### config.mk
export PLATFORM = sky130hd
export DESIGN_NAME = log_fpmul_serial
export DESIGN_NICKNAME = d
export VERILOG_FILES = /design/src/rtl/log_fpmul_serial.sv
export SDC_FILE = /design/constraint.sdc
export NUM_CORES = 1
export LEC_CHECK = 0
export CAP_MARGIN = 20
export CORE_MARGIN = 1
export CORE_UTILIZATION = 40
export DETAILED_ROUTE_END_ITERATION = 6
export SETUP_SLACK_MARGIN = 0.1
export SLEW_MARGIN = 15
export SYNTH_ARGS = -nofsm -noshare
export SYNTH_HDL_FRONTEND = slang
export SYNTH_SLANG_ARGS = --single-unit
### constraint.sdc
create_clock -name clk -period 5.2 [get_ports clk]
set_clock_uncertainty 0.05 [all_clocks]
set_input_delay 1.56 -clock clk [delete_from_list [all_inputs] [get_ports clk]]
set_output_delay 1.56 -clock clk [all_outputs]
set_load 0.005 [all_outputs]
### src/rtl/log_fpmul_serial.sv
// Byte-serial floating-point multiplier, parametrised in exponent/mantissa width.
// mode 0 approximates the mantissa product with Mitchell's log sum; mode 1 truncates the exact product.
module log_fpmul_serial #(
    parameter int EW = 5,
    parameter int MW = 10
) (
    input  logic       clk,
    input  logic       rst_n,
    input  logic       in_valid,
    output logic       in_ready,
    input  logic [7:0] a_byte,
    input  logic [7:0] b_byte,
    input  logic       mode,
    output logic       out_valid,
    input  logic       out_ready,
    output logic [7:0] out_byte,
    output logic       out_last,
    output logic [2:0] flags
);
    localparam int W    = 1 + EW + MW;
    localparam int NB   = (W + 7) / 8;
    localparam int BW   = NB * 8;
    localparam int CW   = (NB > 1) ? $clog2(NB) : 1;
    localparam int ESW  = EW + 2;
    localparam int BIAS = (1 << (EW - 1)) - 1;
    localparam int EMAX = (1 << EW) - 1;

    // Handshakes: a byte moves on any rising edge where valid and ready are both high.
    typedef enum logic [2:0] {COLLECT, CALC1, CALC2, CALC3, OUT} state_t;

    state_t          state_q, state_d;
    logic [CW-1:0]   cnt_q, cnt_d;
    logic [BW-1:0]   a_q, a_d, b_q, b_d, res_q, res_d;
    logic            mode_q, mode_d, sout_q, sout_d;
    logic            any_nan_q, any_nan_d, any_inf_q, any_inf_d, any_zero_q, any_zero_d;
    logic [ESW-1:0]  es_q, es_d;
    logic [MW-1:0]   mr_q, mr_d;
    logic [2:0]      flags_q, flags_d;

    logic [EW-1:0]   ea, eb;
    logic [MW-1:0]   ma, mb;
    logic [MW:0]     msum;
    logic [2*MW+1:0] prod;
    logic [ESW-1:0]  es_base;

    assign ea      = a_q[MW +: EW];
    assign eb      = b_q[MW +: EW];
    assign ma      = a_q[MW-1:0];
    assign mb      = b_q[MW-1:0];
    assign msum    = {1'b0, ma} + {1'b0, mb};
    assign prod    = {{(MW+1){1'b0}}, 1'b1, ma} * {{(MW+1){1'b0}}, 1'b1, mb};
    assign es_base = {2'b00, ea} + {2'b00, eb} - ESW'(BIAS);

    always_ff @(posedge clk) begin
        if (!rst_n) begin
            state_q    <= COLLECT;
            cnt_q      <= '0;
            a_q        <= '0;
            b_q        <= '0;
            res_q      <= '0;
            mode_q     <= 1'b0;
            sout_q     <= 1'b0;
            any_nan_q  <= 1'b0;
            any_inf_q  <= 1'b0;
            any_zero_q <= 1'b0;
            es_q       <= '0;
            mr_q       <= '0;
            flags_q    <= '0;
        end else begin
            state_q    <= state_d;
            cnt_q      <= cnt_d;
            a_q        <= a_d;
            b_q        <= b_d;
            res_q      <= res_d;
            mode_q     <= mode_d;
            sout_q     <= sout_d;
            any_nan_q  <= any_nan_d;
            any_inf_q  <= any_inf_d;
            any_zero_q <= any_zero_d;
            es_q       <= es_d;
            mr_q       <= mr_d;
            flags_q    <= flags_d;
        end
    end

    always_comb begin
        state_d    = state_q;
        cnt_d      = cnt_q;
        a_d        = a_q;
        b_d        = b_q;
        res_d      = res_q;
        mode_d     = mode_q;
        sout_d     = sout_q;
        any_nan_d  = any_nan_q;
        any_inf_d  = any_inf_q;
        any_zero_d = any_zero_q;
        es_d       = es_q;
        mr_d       = mr_q;
        flags_d    = flags_q;
        case (state_q)
            COLLECT: begin
                if (in_valid) begin
                    a_d[{cnt_q, 3'b000} +: 8] = a_byte;
                    b_d[{cnt_q, 3'b000} +: 8] = b_byte;
                    if (cnt_q == '0) mode_d = mode;
                    if (cnt_q == CW'(NB - 1)) begin
                        cnt_d   = '0;
                        state_d = CALC1;
                    end else begin
                        cnt_d = cnt_q + 1'b1;
                    end
                end
            end
            CALC1: begin
                sout_d     = a_q[W-1] ^ b_q[W-1];
                any_zero_d = (ea == '0) || (eb == '0);
                any_inf_d  = ((ea == '1) && (ma == '0)) || ((eb == '1) && (mb == '0));
                any_nan_d  = ((ea == '1) && (ma != '0)) || ((eb == '1) && (mb != '0));
                state_d    = CALC2;
            end
            CALC2: begin
                // A carry out of the mantissa sum/product renormalises by one binade.
                if (!mode_q) begin
                    mr_d = msum[MW-1:0];
                    es_d = es_base + ESW'(msum[MW]);
                end else if (prod[2*MW+1]) begin
                    mr_d = prod[2*MW:MW+1];
                    es_d = es_base + ESW'(1);
                end else begin
                    mr_d = prod[2*MW-1:MW];
                    es_d = es_base;
                end
                state_d = CALC3;
            end
            CALC3: begin
                res_d   = '0;
                flags_d = '0;
                if (any_nan_q || (any_inf_q && any_zero_q)) begin
                    res_d[W-2 -: EW] = '1;
                    res_d[MW-1]      = 1'b1;
                    flags_d          = 3'b100;
                end else if (any_inf_q) begin
                    res_d[W-1]       = sout_q;
                    res_d[W-2 -: EW] = '1;
                end else if (any_zero_q) begin
                    res_d[W-1] = sout_q;
                end else if ($signed(es_q) >= $signed(ESW'(EMAX))) begin
                    res_d[W-1]       = sout_q;
                    res_d[W-2 -: EW] = '1;
                    flags_d          = 3'b010;
                end else if ($signed(es_q) <= $signed(ESW'(0))) begin
                    res_d[W-1] = sout_q;
                    flags_d    = 3'b001;
                end else begin
                    res_d[W-1:0] = {sout_q, es_q[EW-1:0], mr_q};
                end
                state_d = OUT;
            end
            OUT: begin
                if (out_ready) begin
                    if (cnt_q == CW'(NB - 1)) begin
                        cnt_d   = '0;
                        state_d = COLLECT;
                    end else begin
                        cnt_d = cnt_q + 1'b1;
                    end
                end
            end
            default: state_d = COLLECT;
        endcase
    end

    assign in_ready  = (state_q == COLLECT);
    assign out_valid = (state_q == OUT);
    assign out_byte  = out_valid ? res_q[{cnt_q, 3'b000} +: 8] : 8'h00;
    assign out_last  = out_valid && (cnt_q == CW'(NB - 1));
    assign flags     = out_valid ? flags_q : 3'b000;
endmodule

== Word-level counts from Yosys, hierarchy flattened ==
Cells that the tools add are included.
Word-level totals
  logic and storage cells: 97
  output and inout port bits: 14
  register bits: 77
  input bits: 21
Cells by class
  $mul: 1
  shift-type cells: 4
  bitwise gates (word level): 2
  $add $sub $neg: 7
  order comparisons: 2
  muxes and demuxes: 36
  equality and inequality tests: 10
  reduce and logical (&&, ||, !) cells: 22
Operators with widths (count)
  $mux 15: 7
  $mux 10: 4
  $bwmux 16: 2
  $shiftx 8x6->16: 2
  $mul 11x11->22: 1
  $logic_not 10->1: 2
  $reduce_bool 10->1: 2
  $mux 3: 6
  $shift 8x6->16 const A: 1
  $shiftx 16x5->8: 1
  $pmux 3 s5: 1
  $mux 7: 2
  $add 10x10->11: 1
  $eq 5x5->1 const B: 2
  $logic_not 5->1: 2
  $mux 5: 2
  $mux 9: 1
  $mux 8: 1
  $add 7x1->7: 1
  $add 7x1->7 const B: 1
  $ge 7x6->1 const B: 1
  $le 7x1->1 const B: 1
  $sub 6x4->7 const B: 1
  $add 5x5->6: 1
  20 further kinds: 38

== Longest topological paths before layout ==
Gate-level depths: netlist (run 1).
  word-level depth: 11
  gate-level depth with buffers: 25
  gate-level depth less buffers: 22

== Least setup slack after synthesis (run 1) ==
OpenSTA, ideal clock, no wires.
  path kind: reg-to-reg
  from: reg a_q[2]
  to: reg mr_q[1]
  stages on the path, launching flop included: 23
  arrival: 5.587 ns
  setup time: 0.059 ns
  buffers on the path: 3
  setup slack: -0.496 ns
  cells stage by stage: dfxtp_1 -> clkbuf_1 -> inv_1 -> fa_1 -> inv_1 -> fa_1 -> fa_1 -> fa_1 -> inv_1 -> fa_1 -> inv_1 -> ha_1 -> buf_6 -> a21oi_2 -> o21ai_1 -> a31oi_4 -> a21oi_4 -> o41ai_4 -> xnor2_2 -> buf_6 -> mux2i_1 -> a2111oi_1 -> a31o_1
Between the ends
  longest elaborated chain between the ends: 3
Ends and longest elaborated chain
  start: declaration: line 33  | logic [BW-1:0] a_q, a_d, b_q, b_d, res_q, res_d;
  start signal: assignment: line 58  | a_q <= '0;
  start signal: assignment: line 72  | a_q <= a_d;
  $mul 11x11->22: line 51  | assign prod = {{(MW+1){1'b0}}, 1'b1, ma} * {{(MW+1){1'b0}}, 1'b1, mb};
  $mux 10: line 126  | end else if (prod[2*MW+1]) begin
  $mux 10: line 123  | if (!mode_q) begin
  end signal: assignment: line 81  | mr_q <= mr_d;
  end: declaration: line 37  | logic [MW-1:0] mr_q, mr_d;
No other way between the ends.
A chain may end at the register's enable or synchronous reset.

== Worst setup path after layout (run 1) ==
  from: reg b_q[5]
  to: reg es_q[4]
Between the ends
  longest elaborated chain between the ends: 3
  elaborated cells between the ends (all ways): 5
Ends and longest elaborated chain
  start: declaration: line 33
  start signal: assignment: line 59  | b_q <= '0;
  start signal: assignment: line 73  | b_q <= b_d;
  $mul 11x11->22 / $add 10x10->11 (equally long branches): line 51, 50
  $mux 7 / $add 7x1->7 (equally long branches): line 126, 125
  $mux 7 (*): line 123
  end signal: assignment: line 80  | es_q <= es_d;
  end: declaration: line 36  | logic [ESW-1:0] es_q, es_d;
Mark *: on every way between the ends. The rest lies on a longest branch, timed or not.

==> results of run 1 <==
[per-layer routing]
| metal | vias up | part of all wire | GRT usage |
|---|---|---|---|
| met3 | 18 | 0.043 | 0.0296 |
| met5 | - | 0 | 0 |
| li1 | 3416 | - | - |
| met2 | 155 | 0.48 | 0.364 |
| met1 | 3416 | 0.47 | 0.323 |
| met4 | 0 | 0.0092 | 0.0385 |
[synth_stat cells (all sizes together) (2+ instances only)]
master | n | area (um2)
a21oi | 77 | 404
nand2b | 8 | 50.1
mux2 | 2 | 22.5
nand3 | 12 | 60.1
o21ai | 38 | 190
nor3 | 9 | 45.0
nor2b | 4 | 25.0
a31oi | 7 | 65.1
a211o | 4 | 35.0
or3 | 2 | 12.5
nand3b | 2 | 15.0
nand2 | 141 | 529
and2 | 29 | 181
and3 | 13 | 81.3
clkbuf | 44 | 165
o211ai | 3 | 22.5
fa | 81 | 1620
a22oi | 11 | 87.6
o41ai | 2 | 36.3
nor2 | 71 | 269
nor3b | 4 | 30.0
xnor2 | 18 | 165
o21a | 2 | 15.0
inv | 140 | 526
a31o | 3 | 26.3
mux2i | 13 | 130
dfxtp | 77 | 1540
a21boi | 4 | 30.0
xor2 | 8 | 70.1
a21o | 7 | 52.6
nand4 | 5 | 37.5
a211oi | 5 | 42.5
o31ai | 3 | 22.5
nor4 | 8 | 50.1
ha | 77 | 963
o221ai | 2 | 17.5
o21bai | 3 | 22.5
buf | 6 | 50.0
a32oi | 2 | 17.5
a311oi | 4 | 41.3
[logic make-up after synthesis]
family / share of synthesized area
AOI/OAI and AO/OA: 0.152
xor gates and xnor gates: 0.0298
adders and majority gates: 0.328
buffers and inverters: 0.0938
DFF: 0.195
muxes: 0.0193
and+or+nand+nor: 0.182
[through the flow]
step / cells / setup WS (ps) / hold slack (ps) / utilization
floorplan: 965 / 4.21 / 382 / -
global route: 1358 / -444 / 446 / 0.521
detailed placement: 1315 / -599 / 412 / 0.477
global placement: 1314 / -530 / 407 / 0.477
CTS: 1344 / -254 / 421 / 0.508
finish: 1359 / -275 / 421 / 0.521
[worst max-delay path: cells and delay by family, from the launching register on]
family / cells / cell delay, ps
xor gates and xnor gates: 1 / 260
buffers and inverters: 4 / 370
AOI/OAI and AO/OA: 6 / 860
DFF: 1 / 390
adders and majority gates: 6 / 2820
and+or+nand+nor: 3 / 640
[worst max path at each step]
stage | cells past startpoint | from | endpoint
2_1_floorplan | 22 | b_q[3] | mr_q[1]
3_3_place_gp | 20 | b_q[4] | es_q[4]
3_5_place_dp | 21 | a_q[5] | es_q[4]
4_1_cts | 22 | b_q[4] | es_q[4]
5_1_grt | 21 | a_q[5] | mr_q[2]
6_report | 20 | b_q[5] | es_q[4]
[sequential cells by signal, summed over array words and instances (netlist names)]
signal      flops
any_zero_q      1
flags_q         3
any_nan_q       1
es_q            7
b_q            16
sout_q          1
a_q            16
cnt_q           1
mr_q           10
state_q         3
mode_q          1
res_q          16
any_inf_q       1
[what timing repair did]
item / in CTS / in global routing
setup buffers: 11 / 14
pin swaps: 19 / 26
gates resized for setup: 47 / 33
setup endpoints to repair: 17 / 17
cloned: 2 / 0
[area by class of cell]
| type | instances | area [um2] |
|---|---|---|
| inverter | 140 | 531 |
| sequential | 77 | 1590 |
| tap | 265 | 332 |
| fill | 1845 | 9300 |
| multi-input combinational | 699 | 5950 |
| clock inverter | 6 | 68.8 |
| antenna | 1 | 2.50 |
| clock buffer | 10 | 239 |
| timing repair buffer | 161 | 1390 |
[power breakdown]
group | internal, mW | switching, mW | total, mW
combinational | 0.923 | 1.14 | 2.07
sequential | 0.723 | 0.223 | 0.946
clock | 0.389 | 0.270 | 0.658
total | 2.03 | 1.63 | 3.67
==> results.ini, run 1 <==
[layout]
final_cell_mix=nand2_1, inv_1, buf_4
nets=1267
area_growth_syn_to_layout_pct=28.0
final_layout_size_suffix_gt1_frac=0.219
final_common_cell=nand2_1
design_area_um2=10100

[placed_design]
dpl_cell_area_um2=9260
io_buffers=34
hpwlAfterDp_um=17300
gp_congestion=0.964

[power]
power_mw=3.67
max-vdd-ir-drop_v=0.000183
powerDensity_nw_per_um2=363
power.leakage_nw=4.60

[sta]
setup_ws_ps=-275
relSlewSlack=0.303
fin_crit_ps=5470
slew_violations=0
setup_viol=17
hold_violations=0
period_share=1.05
tightest_slew_ps=1040
fmax_mhz=183
grt_setup_unrepaired=true
fin_tns_setup_ps=-3160

[setup_path]
required_ps=5410
cp-start-kind=register
worstSetupEndpointType=register
crit_type=reg -> reg
cp.arrival_ps=5680
crit_path_top_delay_cell=fa_1
cp_common_cell=fa_1
worstPathCellList=buf_6 -> and2_4 -> fa_1 -> fa_1 -> fa_1 -> fa_1 -> inv_1 -> fa_1 -> inv_2 -> ha_4 -> nand2_1 -> o21ai_2 -> a31oi_4 -> a21oi_4 -> o41ai_4 -> buf_6 -> xnor2_4 -> a31oi_2 -> or4_1 -> a31oi_1
timing.rr.end=es_q[4]
r2r_slack_ps=-270
r2r_cells=20
r2r-start=b_q[5]
slowest_delay_ps=560
crit_fanout=8

[synth]
async_reset_ff_frac=0
synth_area_um2=7890
synthCells=965
synth_edf_count=0
ys_warn_count=0
synth-seq-cells=77
ys.flop_type=dfxtp_1
synth.net_count=1144
ys_types=72
yosysSeqAreaShare=0.195
syn_avg_cell_area_um2=8.18

[clock_tree]
hold_buffers=0
cts_tree=built
clk_latency_ps=340
path_clk_slew_ps=60
cts.sinks=77
cts-buffers-inserted=9
htreeDepth=3
cts_root_buf=clkbuf_16
clock_path_buffers=2

[floorplan]
core-area_um2=19400
ios=35
chipWidth_um=142
die-area_um2=20300
die_height_um=142
num_rows=51
start_util=0.407

[grt]
overflow=0
grt_pass1_wl_um=35200
track_usage=0.225
first_global_vias=6690
antenna_found_initial=1
grt_max_degree=56

[drt]
wire_per_inst_um=16.5
wirelength_um=22400
ant_nets=0
drt_first_pass_iters=5
vias_per_cell=5.15
drt-initial-drc-count=394
drc_errors=0
via_count=7005

[outcome]
status=finished with violations
violations=setup timing

[min_path]
holdPathEnd=b_q[15]
min_from=b_q[15]
hold_class=reg -> reg
worstHoldPathCells=2

[run]
maxCapViolations=0

No activity file was read; power rests on OpenSTA's default activity.
==> inputs of run 2 (changes only) <==
--- a/config.mk
+++ b/config.mk
@@ -9,6 +9,7 @@
 export CORE_MARGIN = 1
 export CORE_UTILIZATION = 40
 export DETAILED_ROUTE_END_ITERATION = 6
+export GPL_ROUTABILITY_DRIVEN = 0
 export SETUP_SLACK_MARGIN = 0.1
 export SLEW_MARGIN = 15
 export SYNTH_ARGS = -nofsm -noshare
==> run 2 against run 1 <==
  * The run still ends with setup timing left
  * Total power up 0.89%
  * Sequential share of layout area up 0.15 points
  * Critical endpoint is now mr_q[1]
  * Sequential power down 0.6%
  * Highest routed layer unchanged
  * Clock power up 4.3%
==> results.ini, run 2 (synthesis gave the netlist of run 1 again) <==
[floorplan]
num_rows=51
core-area_um2=19400
ios=35
chipWidth_um=142
die-area_um2=20300
start_util=0.407
die_height_um=142

[setup_path]
cp.arrival_ps=5690
slowest_delay_ps=540
crit_type=reg -> reg
required_ps=5440
worstSetupEndpointType=register
crit_path_top_delay_cell=fa_1
cp-start-kind=register
worstPathCellList=buf_6 -> buf_6 -> nand2_2 -> fa_1 -> inv_2 -> fa_1 -> fa_2 -> fa_1 -> inv_1 -> fa_1 -> inv_2 -> ha_4 -> a21oi_2 -> o21ai_2 -> a31oi_4 -> a21oi_4 -> o41ai_4 -> buf_6 -> xnor2_4 -> buf_6 -> mux2i_1 -> a2111oi_1 -> a31o_1
crit_fanout=6

[placed_design]
hpwlAfterDp_um=17500
pre_cts_slack_ps=-578
io_buffers=34
dpl_cell_area_um2=9300

[clock_tree]
cts.sinks=77
clk_latency_ps=340
cts-buffers-inserted=9
hold_buffers=0
cts_tree=built
htreeDepth=3
cts_root_buf=clkbuf_16
path_clk_slew_ps=70
clock_path_buffers=2

[drt]
drc_errors=0
drt_first_pass_iters=4
via_count=7010
vias_per_cell=5.18
wirelength_um=22100
drt-initial-drc-count=390
ant_nets=0
wire_per_inst_um=16.4

[grt]
track_usage=0.227
grt_max_degree=48
antenna_found_initial=0
first_global_vias=6756
grt_pass1_wl_um=35400
overflow=0

[layout]
design_area_um2=10000
fin_util=0.517
fillerInstances=1874
nets=1262
final_layout_size_suffix_gt1_frac=0.219
reg.largest.list=a_q: 16 flops, b_q: 16 flops, res_q: 16 flops
area_growth_syn_to_layout_pct=27.2
final_cell_mix=nand2_1, inv_1, buf_4
num_antenna_cells=0
multi_input_area_um2=5940
final_common_cell=nand2_1
regArea_um2=1600

[min_path]
hold_class=reg -> reg

[sta]
fin_tns_setup_ps=-2600
setup_viol=17
setup_ws_ps=-258
grt_setup_unrepaired=true
period_share=1.05
fmax_mhz=183
slew_violations=0
relSlewSlack=0.290
tightest_slew_ps=1060
fin_crit_ps=5460
hold_violations=0

[power]
power.leakage_nw=4.56
max-vdd-ir-drop_v=0.000181
powerDensity_nw_per_um2=369

[outcome]
violations=setup timing
status=finished with violations

[run]
maxCapViolations=0

## run 2: cell types whose count changed in the layout (fill, tap and decap cells not counted), sizes merged
cell      before  now
diode          1    0
clkbuf        10   11
buf          127  122
inv          141  140
bufinv         1    2
clkinvlp       1    2
clkinv         3    1
## run 2: area by class of cell
type,count,area share
clock buffers,11,0.0232
clock inverters,5,0.00835
flip-flops and latches,77,0.159
inverters,140,0.0526
repair buffers,156,0.132
well taps,265,0.0330
multi-input cells,699,0.591
## run 2: metal layers
layer / track usage / up-vias / part of all wire
met1: 0.316 / 3436 / 0.47
met5: 0 / - / 0
li1: - / 3402 / -
met3: 0.0373 / 30 / 0.043
met2: 0.361 / 142 / 0.47
met4: 0.0600 / 0 / 0.019
## run 2: path summary, 6_finish.rpt
path,startpoint,end,slack (ps),cells after the start
hold / removal,flags_q[2],flags_q[2],420,2
setup reg to reg,b_q[3],mr_q[1],-260,23
hold reg to reg,flags_q[2],flags_q[2],420,2
setup / recovery,b_q[3],mr_q[1],-260,23
## run 2: what timing repair did
item / in CTS / in global routing
endpoints found under the setup margin: 17 / 17
cloned: 2 / 0
setup buffers: 7 / 7
pin swaps: 13 / 49
gates resized for setup: 38 / 43
## run 2: stage by stage
stage / cells / total power, mW / hold slack [ps]
floorplan: 965 / 2.17 / 382
global placement: 1320 / 2.86 / 401
detailed placement: 1321 / 2.88 / 408
CTS: 1346 / 3.64 / 420
global route: 1353 / 3.99 / 434
finish: 1353 / 3.70 / 416
## run 2: worst max-delay path: cells and delay by family, from the launching register on
kind                       cells  cell delay (ps)
adders and majority gates      6             2690
AOI/OAI and AO/OA              7             1300
muxes                          1              100
xor gates and xnor gates       1              110
DFF                            1              400
buffers and inverters          7              680
and+or+nand+nor                1               60
## run 2: report_power, final
part / leakage (nW) / internal, mW / total (mW) / switching, mW
clock: 0.146 / 0.423 / 0.686 / 0.263
combinational: 3.78 / 0.939 / 2.08 / 1.14
sequential: 0.636 / 0.724 / 0.940 / 0.216
total: 4.56 / 2.09 / 3.70 / 1.62
